===== config.mk =====
export PLATFORM = sky130hd
export DESIGN_NAME = cdb_arbiter_flat
export DESIGN_NICKNAME = d
export VERILOG_FILES = /design/src/rtl/cdb_arbiter_if.sv /design/src/rtl/cdb_arbiter.sv /design/src/flat_wrapper.sv
export SDC_FILE = /design/constraint.sdc
export NUM_CORES = 1
export LEC_CHECK = 0
export ABC_AREA = 1
export BUFFER_PORTS_ARGS = -buffer_cell sky130_fd_sc_hd__buf_2
export CAP_MARGIN = 20
export CELL_PAD_IN_SITES_DETAIL_PLACEMENT = 1
export CELL_PAD_IN_SITES_GLOBAL_PLACEMENT = 2
export CORE_MARGIN = 4
export CORE_UTILIZATION = 17
export DETAILED_ROUTE_END_ITERATION = 16
export PLACE_DENSITY_LB_ADDON = 0.1
export SLEW_MARGIN = 5
export SYNTH_ARGS = -nofsm -noshare
export SYNTH_HDL_FRONTEND = slang
export SYNTH_SLANG_ARGS = --single-unit

===== constraint.sdc =====
create_clock -name clock -period 1.9 [get_ports clock]
set_clock_uncertainty 0.05 [all_clocks]
set_input_delay 0.095 -clock clock [delete_from_list [all_inputs] [get_ports clock]]
set_output_delay 0.095 -clock clock [all_outputs]
set_load 0.02 [all_outputs]

===== src/rtl/cdb_arbiter_if.sv =====
// cdb_arbiter_if: bundle between the FU array and the CDB arbiter.
//   master modport: FU side (drives requests/results, sees ack and the broadcast).
//   slave modport : arbiter side (sees requests/results, drives ack and the broadcast).
// Signals:
//   fu_done   [NUM_FU]        per-FU request, held until acked
//   fu_v      [NUM_FU*XLEN]   per-FU result, FU i at [i*XLEN +: XLEN]
//   fu_tag    [NUM_FU*TAG_W]  per-FU ROB tag, packed the same way
//   ack       [NUM_FU]        one-hot combinational grant
//   cdb_valid/cdb_v/cdb_tag/cdb_src  registered broadcast
`ifndef XLEN
`define XLEN 32
`endif

interface cdb_arbiter_if #(
    parameter int unsigned NUM_FU = 4,
    parameter int unsigned XLEN   = `XLEN,
    parameter int unsigned TAG_W  = 5
);
    localparam int unsigned SRC_W = $clog2(NUM_FU);

    logic [NUM_FU-1:0]       fu_done;
    logic [NUM_FU*XLEN-1:0]  fu_v;
    logic [NUM_FU*TAG_W-1:0] fu_tag;
    logic [NUM_FU-1:0]       ack;
    logic                    cdb_valid;
    logic [XLEN-1:0]         cdb_v;
    logic [TAG_W-1:0]        cdb_tag;
    logic [SRC_W-1:0]        cdb_src;

    modport master (
        output fu_done, fu_v, fu_tag,
        input  ack, cdb_valid, cdb_v, cdb_tag, cdb_src
    );

    modport slave (
        input  fu_done, fu_v, fu_tag,
        output ack, cdb_valid, cdb_v, cdb_tag, cdb_src
    );
endinterface


===== src/rtl/cdb_arbiter.sv =====
// cdb_arbiter: shares the single Common Data Bus among NUM_FU functional units.
// Each cycle one requester (fu_done) receives a combinational one-hot ack; its value,
// tag and index are registered and broadcast on the CDB the following cycle.
// Ports:
//   clock  system clock
//   reset  synchronous, active-high
//   flush  branch-mispredict squash: suppresses ack and the next broadcast
//   bus    cdb_arbiter_if.slave (requests/results in, ack and broadcast out)
// Build option:
//   CDB_ARB_FIXED_PRI_EN  defined: lowest-index requester always wins (no pointer).
//                         undefined (default): round-robin from a rotating pointer.
`ifndef XLEN
`define XLEN 32
`endif

module cdb_arbiter #(
    parameter int unsigned NUM_FU = 4,
    parameter int unsigned XLEN   = `XLEN,
    parameter int unsigned TAG_W  = 5
) (
    input logic          clock,
    input logic          reset,
    input logic          flush,
    cdb_arbiter_if.slave bus
);
    localparam int unsigned SRC_W = $clog2(NUM_FU);

    logic               grant_any;
    logic [SRC_W-1:0]   grant_idx;
    logic [SRC_W-1:0]   cand;
    logic [NUM_FU-1:0]  ack_d;
    logic [XLEN-1:0]    win_v;
    logic [TAG_W-1:0]   win_tag;

    logic               cdb_valid_q;
    logic [XLEN-1:0]    cdb_v_q;
    logic [TAG_W-1:0]   cdb_tag_q;
    logic [SRC_W-1:0]   cdb_src_q;

`ifdef CDB_ARB_FIXED_PRI_EN
    // Fixed priority: scan upward from index 0.
    always_comb begin
        grant_any = 1'b0;
        grant_idx = '0;
        cand      = '0;
        if (!reset && !flush) begin
            for (int unsigned k = 0; k < NUM_FU; k++) begin
                cand = SRC_W'(k);
                if (!grant_any && bus.fu_done[cand]) begin
                    grant_any = 1'b1;
                    grant_idx = cand;
                end
            end
        end
    end
`else
    logic [SRC_W-1:0] ptr_q;
    logic [SRC_W-1:0] ptr_d;
    int unsigned      idx;

    // Round-robin: scan ptr, ptr+1, ... wrapping at NUM_FU (not at 2**SRC_W).
    always_comb begin
        grant_any = 1'b0;
        grant_idx = '0;
        cand      = '0;
        idx       = 0;
        if (!reset && !flush) begin
            for (int unsigned k = 0; k < NUM_FU; k++) begin
                idx = 32'(ptr_q) + k;
                if (idx >= NUM_FU) begin
                    idx = idx - NUM_FU;
                end
                cand = SRC_W'(idx);
                if (!grant_any && bus.fu_done[cand]) begin
                    grant_any = 1'b1;
                    grant_idx = cand;
                end
            end
        end
    end

    always_comb begin
        ptr_d = ptr_q;
        if (grant_any) begin
            ptr_d = (grant_idx == SRC_W'(NUM_FU - 1)) ? '0 : grant_idx + 1'b1;
        end
    end

    always_ff @(posedge clock) begin
        if (reset) begin
            ptr_q <= '0;
        end else begin
            ptr_q <= ptr_d;
        end
    end
`endif

    always_comb begin
        ack_d   = '0;
        win_v   = bus.fu_v[32'(grant_idx) * XLEN +: XLEN];
        win_tag = bus.fu_tag[32'(grant_idx) * TAG_W +: TAG_W];
        if (grant_any) begin
            ack_d = NUM_FU'(1) << grant_idx;
        end
    end

    // Payload registers only load on a grant so the last broadcast stays visible.
    always_ff @(posedge clock) begin
        if (reset) begin
            cdb_valid_q <= 1'b0;
            cdb_v_q     <= '0;
            cdb_tag_q   <= '0;
            cdb_src_q   <= '0;
        end else begin
            cdb_valid_q <= grant_any;
            if (grant_any) begin
                cdb_v_q   <= win_v;
                cdb_tag_q <= win_tag;
                cdb_src_q <= grant_idx;
            end
        end
    end

    assign bus.ack       = ack_d;
    assign bus.cdb_valid = cdb_valid_q;
    assign bus.cdb_v     = cdb_v_q;
    assign bus.cdb_tag   = cdb_tag_q;
    assign bus.cdb_src   = cdb_src_q;
endmodule


===== src/flat_wrapper.sv =====
// flat-port wrapper written by rule: the top's interface ports become plain ports
module cdb_arbiter_flat 
#(
    parameter int unsigned NUM_FU = 4,
    parameter int unsigned XLEN   = `XLEN,
    parameter int unsigned TAG_W  = 5
)
  (clock, reset, flush, bus_fu_done, bus_fu_v, bus_fu_tag, bus_ack, bus_cdb_valid, bus_cdb_v, bus_cdb_tag, bus_cdb_src);
  cdb_arbiter_if #(.NUM_FU(NUM_FU), .XLEN(XLEN), .TAG_W(TAG_W)) bus_i ();
  input logic clock;
  input logic reset;
  input logic flush;
  input wire logic [$bits(bus_i.fu_done)-1:0] bus_fu_done;
  input wire logic [$bits(bus_i.fu_v)-1:0] bus_fu_v;
  input wire logic [$bits(bus_i.fu_tag)-1:0] bus_fu_tag;
  output wire logic [$bits(bus_i.ack)-1:0] bus_ack;
  output wire logic [$bits(bus_i.cdb_valid)-1:0] bus_cdb_valid;
  output wire logic [$bits(bus_i.cdb_v)-1:0] bus_cdb_v;
  output wire logic [$bits(bus_i.cdb_tag)-1:0] bus_cdb_tag;
  output wire logic [$bits(bus_i.cdb_src)-1:0] bus_cdb_src;
  assign bus_i.fu_done = bus_fu_done;
  assign bus_i.fu_v = bus_fu_v;
  assign bus_i.fu_tag = bus_fu_tag;
  assign bus_ack = bus_i.ack;
  assign bus_cdb_valid = bus_i.cdb_valid;
  assign bus_cdb_v = bus_i.cdb_v;
  assign bus_cdb_tag = bus_i.cdb_tag;
  assign bus_cdb_src = bus_i.cdb_src;
  cdb_arbiter #(.NUM_FU(NUM_FU), .XLEN(XLEN), .TAG_W(TAG_W)) u_core (.clock(clock), .reset(reset), .flush(flush), .bus(bus_i));
endmodule

======== After elaboration in Yosys (flattened, before gate mapping) ========
Index checks and enable logic that the tools add are counted.
cells by class
  add/subtract/negate cells ............... 8
  multipliers ............................. 1
  divide/modulo/power cells ............... 0
  order comparisons ....................... 8
  equal/unequal tests ..................... 1
  shift-type cells ........................ 3
  mux-type cells .......................... 31
  bitwise logic cells ..................... 0
  reduce and logical (&&, ||, !) cells .... 9
operator list
  kind                                                                                 count
  128-bit by 8-bit indexed part select with 32-bit output                              1
  2-bit 2-to-1 mux                                                                     14
  20-bit by 6-bit indexed part select with 5-bit output                                1
  2-bit by 3-bit less-than comparator with 1-bit output, second input constant         4
  1-bit 2-to-1 mux                                                                     12
  3-bit greater-or-equal comparator, second input constant                             3
  1-bit binary-select mux with 2-bit select                                            4
  2-bit by 1-bit subtractor with 2-bit output, second input constant                   4
  2-bit by 2-bit adder with 3-bit output, second input constant                        2
  1-bit zero test                                                                      5
  2-bit by 3-bit multiplier with 5-bit output, second input constant                   1
  1-bit logical AND                                                                    4
  4-bit 2-to-1 mux                                                                     1
  1-bit by 2-bit left shift with 4-bit output, first input constant                    1
  2-bit by 1-bit adder with 3-bit output, second input constant                        1
  2-bit by 3-bit greater-or-equal comparator with 1-bit output, second input constant  1
  2-bit by 1-bit adder with 2-bit output, second input constant                        1
  2-bit == test, second input constant                                                 1
storage, ports and cells
  register bits after elaboration ......... 42
  bits in latches ......................... 0
  memory bits (writable) .................. 0
  bits in read-only memories .............. 0
  input port bits ......................... 155
  output and inout bits ................... 44
  logic and storage cells ................. 66
  memories kept ........................... 0

======== Longest topological paths before layout ========
Gate-level depths: netlist (run 1).
  depth in word-level cells ............... 21
  depth in mapped cells ................... 17

======== Least setup slack after synthesis (run 1) ========
OpenSTA, ideal clock, no wires.
  path kind ............................... register -> register
  start point ............................. reg u_core.ptr_q[1]
  end point ............................... reg u_core.ptr_q[1]
  arrival ................................. 1850 ps
  data required time ...................... 1722 ps
  path slack .............................. -128 ps
  cell stages (with the launch flop) ...... 16
  path buffers ............................ 1
  path through ............................ dfxtp_1 -> inv_2 -> nand2_1 -> nand2_2 -> nand2_2 -> nand2_2 -> nor2_4 -> nand3_4 -> nand2_8 -> inv_4 -> nand2_4 -> inv_4 -> buf_2 -> ha_1 -> o21ai_0 -> a21oi_1
on the way
  cells in the longest elaborated chain, start to end .. 21
RTL lines
  item                                                                                                                                line                                  RTL
  from (decl)                                                                                                                         cdb_arbiter.sv:57                     logic [SRC_W-1:0] ptr_q;
  from (signal assigned)                                                                                                              cdb_arbiter.sv:93                     ptr_q <= ptr_d;
  2-bit by 3-bit greater-or-equal comparator with 1-bit output / 2-bit by 1-bit subtractor with 2-bit output (equally long branches)  cdb_arbiter.sv:70, cdb_arbiter.sv:71
  2-bit 2-to-1 mux                                                                                                                    cdb_arbiter.sv:70                     if (idx >= NUM_FU) begin
  2-bit 2-to-1 mux                                                                                                                    cdb_arbiter.sv:67                     if (!reset && !flush) begin
  1-bit binary-select mux with 2-bit select                                                                                           cdb_arbiter.sv:74                     if (!grant_any && bus.fu_done[cand]) begin
  1-bit 2-to-1 mux (not written as such)                                                                                              cdb_arbiter.sv:74
  1-bit 2-to-1 mux                                                                                                                    cdb_arbiter.sv:74
  1-bit 2-to-1 mux                                                                                                                    cdb_arbiter.sv:67
  1-bit zero test                                                                                                                     cdb_arbiter.sv:74
  [6 not listed]                                                                                                                      n/a
  1-bit 2-to-1 mux                                                                                                                    cdb_arbiter.sv:67
  1-bit zero test                                                                                                                     cdb_arbiter.sv:74
  1-bit logical AND                                                                                                                   cdb_arbiter.sv:74
  2-bit 2-to-1 mux (*)                                                                                                                cdb_arbiter.sv:74
  2-bit 2-to-1 mux (*)                                                                                                                cdb_arbiter.sv:67
  via u_core.grant_idx[0]                                                                                                             cdb_arbiter.sv:29                     logic [SRC_W-1:0] grant_idx;
  2-bit by 1-bit adder with 2-bit output / 2-bit == test (equally long branches)                                                      cdb_arbiter.sv:85                     ptr_d = (grant_idx == SRC_W'(NUM_FU - 1)) ? '0 : grant_idx + 1'b1;
  2-bit 2-to-1 mux (*)                                                                                                                cdb_arbiter.sv:85
The timed path passes the listed nets; every way through them passes the cells marked *. The select of a mux whose other input is x is not followed.
A chain may end at the register's enable or synchronous reset.

======== Final worst setup path (run 1) ========
  start point ............................. reg u_core.ptr_q[0]
  end point ............................... out bus_ack[3]
on the way
  cells in the longest elaborated chain, start to end .. 21
RTL lines
  item                                                                                                                                line                                  RTL
  2-bit by 3-bit greater-or-equal comparator with 1-bit output / 2-bit by 1-bit subtractor with 2-bit output (equally long branches)  cdb_arbiter.sv:70, cdb_arbiter.sv:71
  2-bit 2-to-1 mux                                                                                                                    cdb_arbiter.sv:70
  2-bit 2-to-1 mux                                                                                                                    cdb_arbiter.sv:67
  1-bit binary-select mux with 2-bit select                                                                                           cdb_arbiter.sv:74
  1-bit 2-to-1 mux (not written as such)                                                                                              cdb_arbiter.sv:74
  1-bit 2-to-1 mux                                                                                                                    cdb_arbiter.sv:74
  1-bit 2-to-1 mux                                                                                                                    cdb_arbiter.sv:67
  1-bit zero test                                                                                                                     cdb_arbiter.sv:74
  [5 not listed]                                                                                                                      n/a
  1-bit 2-to-1 mux                                                                                                                    cdb_arbiter.sv:74
  1-bit 2-to-1 mux                                                                                                                    cdb_arbiter.sv:67
  1-bit zero test                                                                                                                     cdb_arbiter.sv:74
  1-bit logical AND                                                                                                                   cdb_arbiter.sv:74
  2-bit 2-to-1 mux                                                                                                                    cdb_arbiter.sv:74
  2-bit 2-to-1 mux                                                                                                                    cdb_arbiter.sv:67
  1-bit by 2-bit left shift with 4-bit output                                                                                         cdb_arbiter.sv:103                    ack_d = NUM_FU'(1) << grant_idx;
  4-bit 2-to-1 mux (*)                                                                                                                cdb_arbiter.sv:102                    if (grant_any) begin
  to (decl)                                                                                                                           flat_wrapper.sv:16                    output wire logic [$bits(bus_i.ack)-1:0] bus_ack;
Every way passes the cells marked *; elsewhere a longest branch is shown, timed or not. The select of a mux whose other input is x is not followed.

==> results of run 1 <==
## metal layers
layer  vias up  GRT usage  share of wire
met3         9     0.0402          0.052
met5         -          0         0.0012
met2       111      0.256           0.50
met1      2022      0.178           0.44
li1       2230          -              -
met4         2     0.0238         0.0069
## registers in the layout, indices dropped and copies added (netlist names)
register	cells
u_core.bus.cdb_valid	1
u_core.ptr_q	2
u_core.bus.cdb_v	32
u_core.bus.cdb_src	2
u_core.bus.cdb_tag	5
## cell families after synthesis
group           Yosys count  synth area share
compound gates           14            0.0220
fa+ha+maj                 4            0.0157
buf+inv                  83             0.126
flops                    42             0.264
simple gates            438             0.573
## repair_timing
action                                  CTS  global route
gates resized for setup                  70            66
hold endpoints to repair                  7             0
hold buffers                              6             0
endpoints found under the setup margin   43            44
gates cloned                              1             9
setup buffers                            10             2
pin swaps                                26            43
## synth_stat cells
master and instances:
nand2_1 281, buf_12 1, nor2_1 62, inv_2 7
buf_8 2, nand2_2 9, ha_1 4, nand3_4 1
nand2_4 1, nor2_2 1, buf_2 18, nand2_8 1
inv_1 42, buf_6 2, dfxtp_1 42, nand3b_1 1
clkbuf_1 7, nand3_2 2, nand3_1 78, a21oi_1 4
buf_4 2, inv_4 2, nor2_4 1, o21ai_1 2
o21ai_0 8
## worst max path at each step
stage,start,end,slack [ns],depth (start not counted)
2_1_floorplan,u_core.ptr_q[0],bus_ack[1],-0.07,14
3_3_place_gp,u_core.ptr_q[0],u_core.bus.cdb_v[23],-0.19,14
3_5_place_dp,u_core.ptr_q[0],u_core.bus.cdb_v[23],-0.24,14
4_1_cts,u_core.ptr_q[0],bus_ack[1],-0.26,14
5_1_grt,u_core.ptr_q[0],u_core.bus.cdb_tag[1],-0.40,17
6_report,u_core.ptr_q[0],bus_ack[3],-0.27,14
## worst max-delay path, stage by stage, from the launching register on
cell     delay [ns]
dfxtp_4        0.37
buf_8          0.14
nand2_2        0.06
nand2_2        0.07
nand2_2        0.06
nand2_2        0.06
nor2_4         0.18
nand3_2        0.10
nand3_2        0.09
nand2_4        0.11
inv_6          0.09
ha_4           0.13
inv_2          0.03
nor2_2         0.09
buf_6          0.12
## report_power, final
part | leakage, nW | internal (mW) | total (mW) | switching [mW]
registers | 0.350 | 1.04 | 1.12 | 0.0891
logic | 2.71 | 0.894 | 2.13 | 1.23
clock network | 0.0694 | 0.477 | 0.875 | 0.398
total | 3.13 | 2.41 | 4.13 | 1.72
## layout make-up
class | count | share of cell area
sequential | 42 | 0.152
clock inverter | 2 | 0.00179
multi-input combinational | 456 | 0.411
clock buffer | 5 | 0.0224
tap | 229 | 0.0513
inverter | 51 | 0.0397
timing repair buffer | 257 | 0.322
==> flow_summary.json, run 1 <==
{
  "status": "finished, violations left",
  "violations": "negative hold slack, negative setup slack",
  "htree_levels": 2,
  "end_kind": "primary output",
  "dieArea_um2": 21000,
  "ys_ff_latch": 42,
  "overflow": 0,
  "stdcell_count": 1042,
  "clockBufferDepth": 2,
  "r2r-start": "u_core.ptr_q[0]",
  "dpl_worst_slack_ns": -0.236,
  "grt_start_max_net_pins": 25,
  "start_util": 0.175,
  "worst_slew_pin_slew_ns": 0.318,
  "crit_arrival_ns": 2.02,
  "syn_nets": 740,
  "r2r_setup_slack_ns": -0.25,
  "whs_path_depth": 3,
  "p_per_area_nw_per_um2": 740,
  "critPathKind": "reg -> out",
  "crit_fanout": 7,
  "multi_input_area_um2": 2290,
  "placed_cell_area_um2": 4630,
  "worstHoldPathType": "in -> reg",
  "synthesis.area_um2": 3190,
  "layout_setup_ws_ns": -0.269,
  "maxCapViolCount": 0,
  "drt-initial-drc-count": 162,
  "drtPass1Iterations": 4,
  "viasPerCell": 4.20,
  "clock-sinks": 42,
  "fin_crit_ns": 2.17,
  "grt_first_pass_wirelength_mm": 24.8,
  "fp.dieW_um": 145,
  "gp_congestion": 0.790,
  "final_cell_area_um2": 5580,
  "path_clk_slew_ns": 0.07,
  "rows": 49,
  "final_common_cell": "nand2_1",
  "final.setup.tns_ns": -8.34,
  "ioPinCount": 199,
  "grt_antenna_before_repair": 1,
  "synthToLayoutAreaGrowth_pct": 75.0,
  "die_y_um": 145,
  "yosys-top-cells-area": "nand2_1 33%, dfxtp_1 26%, nand3_1 12%, nor2_1 7.3%, inv_1 4.9%",
  "rr_worst_depth": 17,
  "worst-endpoint-required_ns": 1.75,
  "avgSynthCellArea_um2": 5.49,
  "clk_latency_ns": 0.29,
  "synth_cell_types": 25,
  "yosysSeqAreaShare": 0.264,
  "num_vias": 4374,
  "maxSlewHeadroom": 0.788,
  "rsz0062_at_grt": "yes",
  "maxSlewViolCount": 0,
  "dp.cells": 1009,
  "drc": 0,
  "fmax_ghz": 0.461,
  "synthCells": 581,
  "hpwlAfterDp_mm": 11.7,
  "mostFrequentLayoutCells": "238 x nand2_1, 194 x buf_2, 70 x nand3_1",
  "antennaDiodeCount": 0,
  "seq_area_um2": 848,
  "yosysTopAreaCellShare": 0.331,
  "final_nets": 972,
  "final_layout_size_suffix_gt1_frac": 0.448,
  "worstHoldStart": "bus_fu_tag[10]",
  "power_mw": 4.13,
  "holdWs_ns": -0.00304,
  "fin_util": 0.307,
  "wirelength_mm": 16.3,
  "track_usage": 0.144,
  "portBuffers": 198,
  "fillers": 2358,
  "ant_nets": 0,
  "yosys_warnings": 0,
  "p_leak_nw": 3.13,
  "synth_area_leader_cell": "nand2_1",
  "cts_buffers": 5,
  "vdd_ir_drop_max_uv": 321,
  "cts_tree": "built",
  "timing.rr.end": "u_core.bus.cdb_v[9]",
  "min_to": "u_core.bus.cdb_tag[0]",
  "setup_viol": 43,
  "first_global_vias": 4622,
  "core_area_um2": 18200,
  "wl_per_cell_um": 15.7,
  "critPathLaunchType": "flop",
  "cts.root.buffer_cell": "clkbuf_16",
  "hold_violations": 1,
  "period_share": 1.14
}
(Power assumes the default switching activity.)
==> run 2, diff against run 1 <==
--- a/config.mk
+++ b/config.mk
@@ -5,14 +5,14 @@
 export SDC_FILE = /design/constraint.sdc
 export NUM_CORES = 1
 export LEC_CHECK = 0
-export ABC_AREA = 1
 export BUFFER_PORTS_ARGS = -buffer_cell sky130_fd_sc_hd__buf_2
 export CAP_MARGIN = 20
 export CELL_PAD_IN_SITES_DETAIL_PLACEMENT = 1
 export CELL_PAD_IN_SITES_GLOBAL_PLACEMENT = 2
 export CORE_MARGIN = 4
-export CORE_UTILIZATION = 17
+export CORE_UTILIZATION = 20
 export DETAILED_ROUTE_END_ITERATION = 16
+export GPL_TIMING_DRIVEN = 0
 export PLACE_DENSITY_LB_ADDON = 0.1
 export SLEW_MARGIN = 5
 export SYNTH_ARGS = -nofsm -noshare
==> run 2 against run 1 <==
Effect of this change:
- the run ends with negative setup slack left
- via count fell by 21%
- worst setup slack improved by 0.084 ns
- final area fell by 9.0%
- flip-flop and latch count did not move
- power fell by 18%
==> flow_summary.json, run 2 <==
{
  "status": "finished, violations left",
  "violations": "negative setup slack",
  "gp_congestion": 0.733,
  "p_per_area_nw_per_um2": 666,
  "p_leak_nw": 2.42,
  "path_clk_slew_ns": 0.07,
  "vdd_ir_drop_max_uv": 324,
  "ioPinCount": 199,
  "cts.root.buffer_cell": "clkbuf_16",
  "dieArea_um2": 16600,
  "mostFrequentLayoutCells": "196 x buf_2, 40 x dfxtp_1, 30 x a21oi_1",
  "yosys-top-cells-area": "dfxtp_1 29%, mux2i_1 12%, a221oi_2 9.8%, and4_1 6.0%, a21oi_1 5.3%",
  "final_common_cell": "buf_2",
  "yosysTopAreaCellShare": 0.287,
  "power_mw": 3.38,
  "synthCells": 311,
  "avgSynthCellArea_um2": 9.41,
  "end_kind": "primary output",
  "ctsHoldBuffers": 0,
  "worst-endpoint-required_ns": 1.75,
  "timing.rr.end": "u_core.bus.cdb_v[22]",
  "path_cells": "nor2b_4 > a311oi_4 > or3_4 > buf_8 > buf_12 > ha_4 > and3_4 > buf_6",
  "layout_setup_ws_ns": -0.185,
  "grt_start_max_net_pins": 14,
  "final_layout_size_suffix_gt1_frac": 0.628,
  "viasPerCell": 4.81,
  "syn_nets": 470,
  "critPathLaunchType": "flop",
  "rows": 43,
  "fmax_ghz": 0.480,
  "drtPass1Iterations": 4,
  "num_vias": 3459,
  "hpwlAfterDp_mm": 10.2,
  "cts_tree": "built",
  "grt_first_pass_wirelength_mm": 20.7,
  "startpoint": "u_core.ptr_q[0]",
  "htree_levels": 2,
  "worstHoldPathType": "in -> reg",
  "synthToLayoutAreaGrowth_pct": 73.7,
  "dpl_worst_slack_ns": -0.475,
  "track_usage": 0.162,
  "crit_slowest_cell": "or3_4",
  "clock-sinks": 42,
  "crit_fanout": 5,
  "fillers": 1673,
  "first_global_vias": 3801,
  "ys_ff_latch": 42,
  "ant_nets": 0,
  "yosys.cell_count.top_type": "dfxtp_1",
  "overflow": 0,
  "synth_area_leader_cell": "dfxtp_1",
  "fin_crit_ns": 2.09,
  "r2r-start": "u_core.ptr_q[0]",
  "wl_per_cell_um": 19.3,
  "crit_path_end": "bus_ack[1]",
  "hold_violations": 0,
  "largest_reg_flops": 32,
  "portBuffers": 198,
  "synth_cell_types": 41,
  "drc": 0,
  "crit_arrival_ns": 1.94,
  "r2r_setup_slack_ns": -0.15,
  "maxCapViolCount": 0,
  "slowest_delay_ns": 0.42,
  "drt-initial-drc-count": 99,
  "clk_latency_ns": 0.30,
  "critPathKind": "reg -> out",
  "synth_edf_count": 0,
  "grt_antenna_before_repair": 0,
  "fp.dieW_um": 129,
  "maxSlewHeadroom": 0.504,
  "wirelength_mm": 13.9,
  "synth_flop_cell": "dfxtp_1",
  "setup_viol": 13,
  "final_nets": 696,
  "period_share": 1.10,
  "maxSlewViolCount": 0,
  "async_reset_ff_frac": 0,
  "cts_buffers": 5,
  "yosys_warnings": 0,
  "core_area_um2": 14100,
  "yosysSeqAreaShare": 0.287,
  "rr_worst_depth": 8,
  "die_y_um": 129,
  "worst_slew_pin_slew_ns": 0.742,
  "seq_area_um2": 848,
  "rsz0062_at_grt": "yes",
  "synthTopCellsByCount": "42 x dfxtp_1, 36 x mux2i_1, 31 x a21oi_1",
  "multi_input_area_um2": 2250,
  "start_util": 0.208,
  "synthesis.area_um2": 2930,
  "clockBufferDepth": 2
}
-- run 2: cells by family (layout without fill, tap and decap cells) --
group,after synthesis,in the layout,synth area share
flops,42,42,0.287
mux,45,45,0.158
other cells,0,1,0
simple gates,78,78,0.169
compound gates,104,104,0.300
buf+inv,38,265,0.0684
fa+ha+maj,4,4,0.0171
-- run 2: critical path: cells and delay by family, from the launching register on --
kind	cells	cell delay, ns
compound gates	1	0.06
fa+ha+maj	1	0.14
buf+inv	3	0.39
flops	1	0.37
simple gates	3	0.69
-- run 2: worst min-delay path by stage --
stage	depth (start not counted)	from	end	slack, ns
final	3	bus_fu_v[58]	u_core.bus.cdb_v[26]	0.02
after global routing	3	bus_fu_v[58]	u_core.bus.cdb_v[26]	0.04
after CTS	3	bus_fu_v[58]	u_core.bus.cdb_v[26]	0.01
after detailed placement	3	bus_fu_v[58]	u_core.bus.cdb_v[26]	0.33
after global placement	3	bus_fu_v[58]	u_core.bus.cdb_v[26]	0.32
after floorplan	2	bus_fu_v[58]	u_core.bus.cdb_v[26]	0.22
-- run 2: routing by layer --
layer  vias up  part of all wire  track usage
met3        14             0.065       0.0419
met5         -                 0            0
met2       119              0.51        0.279
met4         0             0.014       0.0500
met1      1635              0.41        0.198
li1       1691                 -            -
-- run 2: final cells by class --
type / count / share of cell area
Multi-Input combinational cell: 231 / 0.443
Timing Repair Buffer: 222 / 0.244
Sequential cell: 42 / 0.167
Buffer: 30 / 0.0630
Tap cell: 180 / 0.0443
Clock buffer: 6 / 0.0254
Clock inverter: 2 / 0.00739
Inverter: 5 / 0.00542
Antenna cell: 1 / 0.000492
-- run 2: repair_timing --
action,4_1_cts,5_1_grt
gates cloned,1,0
buffers inserted,17,6
pin swaps,10,12
gates resized for setup,66,81
endpoints found under the setup margin,43,41
-- run 2: metrics by stage --
stage           util  hold slack [ns]  setup TNS [ns]  std cells  cell area, µm²
2_1_floorplan      -            0.215               0        311            2960
3_3_place_gp   0.296            0.322          -15.78        689            4170
3_5_place_dp   0.296            0.332          -15.78        689            4170
4_1_cts        0.335           0.0129           -2.03        713            4720
5_1_grt        0.360           0.0438           -4.64        718            5080
6_report       0.360           0.0208           -1.79        719            5080
-- run 2: power by group --
group | total (mW) | internal (mW) | leakage [nW] | switching (mW)
clock | 1.03 | 0.622 | 0.0771 | 0.411
sequential | 1.04 | 0.981 | 0.350 | 0.0551
combinational | 1.31 | 0.623 | 1.99 | 0.689
==> run 3, diff against run 2 <==
==> constraint.sdc (replaced) <==
create_clock -name clock -period 1.7 [get_ports clock]
set_clock_uncertainty 0.05 [all_clocks]
set_input_delay 0.085 -clock clock [delete_from_list [all_inputs] [get_ports clock]]
set_output_delay 0.085 -clock clock [all_outputs]
set_load 0.02 [all_outputs]
==> run 3 against run 2 <==
Effect of this change:
- highest routed layer unchanged
- core utilization up 1.6 points
- the run still ends with negative setup slack left
- clock-buffer cell count down 1
- routed wire length up 2.4%
- critical endpoint unchanged
- critical path depth unchanged
- clock power about the same
- cell count up 2.1%
- worst setup slack worse by 0.18 ns
- flip-flop and latch count unchanged
- register-to-register slack worse by 0.16 ns
- critical path type unchanged
- via count up 2.0%
- die area unchanged
==> flow_summary.json, run 3 (same netlist as run 2, synthesis figures left out) <==
{
  "status": "finished, violations left",
  "violations": "negative setup slack",
  "slowest_delay_ns": 0.41,
  "cts_tree": "built",
  "period_share": 1.21,
  "drc": 0,
  "p_int_mw": 2.43,
  "largest_reg_flops": 32,
  "worst-endpoint-required_ns": 1.56,
  "mostFrequentLayoutCells": "197 x buf_2, 40 x dfxtp_1, 30 x a21oi_1",
  "wirelength_mm": 14.2,
  "ant_nets": 0,
  "start_util": 0.208,
  "crit_fanout": 5,
  "clk_latency_ns": 0.30,
  "synthToLayoutAreaGrowth_pct": 81.2,
  "gp_congestion": 0.793,
  "critPathKind": "reg -> out",
  "placed_cell_area_um2": 4380,
  "clock-sinks": 42,
  "final_nets": 712,
  "final_common_cell": "buf_2",
  "cts_buffers": 5,
  "crit_slowest_cell": "or3_4",
  "maxSlewViolCount": 0,
  "crit_arrival_ns": 1.93,
  "worstHoldPathType": "in -> reg",
  "min_to": "u_core.bus.cdb_v[30]",
  "final_layout_size_suffix_gt1_frac": 0.646,
  "fmax_ghz": 0.484,
  "hpwlAfterDp_mm": 10.1,
  "drtPass1Iterations": 4,
  "grt_first_pass_wirelength_mm": 21.4,
  "clockBufferDepth": 2,
  "worstHoldStart": "bus_fu_v[126]",
  "rows": 43,
  "path_cells": "nor2b_4 > a311oi_4 > or3_4 > buf_8 > buf_12 > ha_4 > and3_4 > buf_6",
  "portBuffers": 198,
  "stdcell_count": 734,
  "viasPerCell": 4.81,
  "multi_input_area_um2": 2250,
  "die_y_um": 129,
  "fillers": 1676,
  "final_cell_area_um2": 5300,
  "swShare": 0.353,
  "track_usage": 0.168,
  "vdd_ir_drop_max_uv": 357,
  "rr_worst_depth": 7,
  "r2r-start": "u_core.ptr_q[1]",
  "core_area_um2": 14100,
  "power_mw": 3.76,
  "grt_antenna_before_repair": 0,
  "maxSlewHeadroom": 0.527,
  "first_global_vias": 3962,
  "drt-initial-drc-count": 126,
  "rsz0062_at_grt": "yes",
  "htree_levels": 2,
  "layout_setup_ws_ns": -0.364,
  "dp.cells": 689,
  "cts.root.buffer_cell": "clkbuf_16",
  "clkPwrFrac": 0.277,
  "fp.dieW_um": 129,
  "timing.rr.end": "u_core.bus.cdb_v[1]",
  "p_leak_nw": 2.57,
  "wl_per_cell_um": 19.4,
  "antennaDiodeCount": 0,
  "fin_crit_ns": 2.06,
  "ioPinCount": 199,
  "p_per_area_nw_per_um2": 709,
  "setup_viol": 42,
  "end_kind": "primary output",
  "path_clk_slew_ns": 0.08,
  "overflow": 0,
  "worst_slew_pin_slew_ns": 0.707,
  "r2r_setup_slack_ns": -0.31,
  "critPathLaunchType": "flop",
  "dieArea_um2": 16600,
  "hold_violations": 0,
  "p_sw_mw": 1.33,
  "grt_start_max_net_pins": 16,
  "whs_path_depth": 3,
  "maxCapViolCount": 0,
  "seqPwrFrac": 0.307,
  "num_vias": 3527,
  "p_comb_frac": 0.416,
  "seq_area_um2": 848
}
==> run 3: worst max path at each step <==
stage,startpoint,to,slack (ns),depth (start not counted)
after floorplan,u_core.ptr_q[1],u_core.bus.cdb_tag[1],-0.13,7
after global placement,bus_fu_done[0],u_core.bus.cdb_v[15],-0.63,7
after detailed placement,bus_fu_done[0],u_core.bus.cdb_v[6],-0.67,7
after CTS,u_core.ptr_q[0],bus_ack[1],-0.39,8
after global routing,u_core.ptr_q[1],bus_ack[1],-0.44,9
final,u_core.ptr_q[0],bus_ack[1],-0.36,8
==> run 3: power by group through the flow <==
stage	clock (mW)	combinational (mW)	sequential, mW
after global routing	1.13	1.68	1.17
after floorplan	0	0.640	1.31
final	1.04	1.57	1.15
after detailed placement	0	1.25	1.18
after global placement	0	1.24	1.17
after CTS	1.09	1.53	1.15
==> run 3: stage by stage <==
stage               setup TNS (ns)  hold WS [ns]  utilization  setup WS (ns)
floorplan                    -3.40         0.205            -         -0.132
global placement            -23.04         0.311        0.310         -0.632
detailed placement          -24.49         0.325        0.310         -0.668
CTS                         -10.38       0.00551        0.367         -0.394
global route                -13.34        0.0138        0.376         -0.437
finish                       -9.96        0.0137        0.376         -0.364
==> run 3: final cells by class <==
cell class	count	share of cell area
Multi-Input combinational cell	231	0.424
Clock inverter	3	0.00472
Inverter	5	0.00519
Clock buffer	5	0.0236
Buffer	31	0.0604
Tap cell	180	0.0425
Timing Repair Buffer	237	0.280
Sequential cell	42	0.160
==> run 3: what timing repair did <==
action | in CTS | in global routing
endpoints found under the hold margin | 1 | 0
cloned | 5 | 0
buffers inserted | 29 | 5
pin swaps | 18 | 15
resized for setup | 79 | 31
setup endpoints to repair | 44 | 43
hold buffers | 2 | 0
==> run 3: worst max-delay path, delay by kind of cell (launching register included) <==
family          cells  cell delay [ns]
simple gates        3             0.68
buf+inv             3             0.38
flops               1             0.37
fa+ha+maj           1             0.14
compound gates      1             0.05
==> run 3: layer usage <==
layer | vias up | wire [µm] | track usage
li1 | 1729 | - | -
met1 | 1666 | 6030 | 0.203
met2 | 114 | 7090 | 0.292
met3 | 18 | 816 | 0.0382
met4 | 0 | 308 | 0.0581
met5 | - | 0 | 0
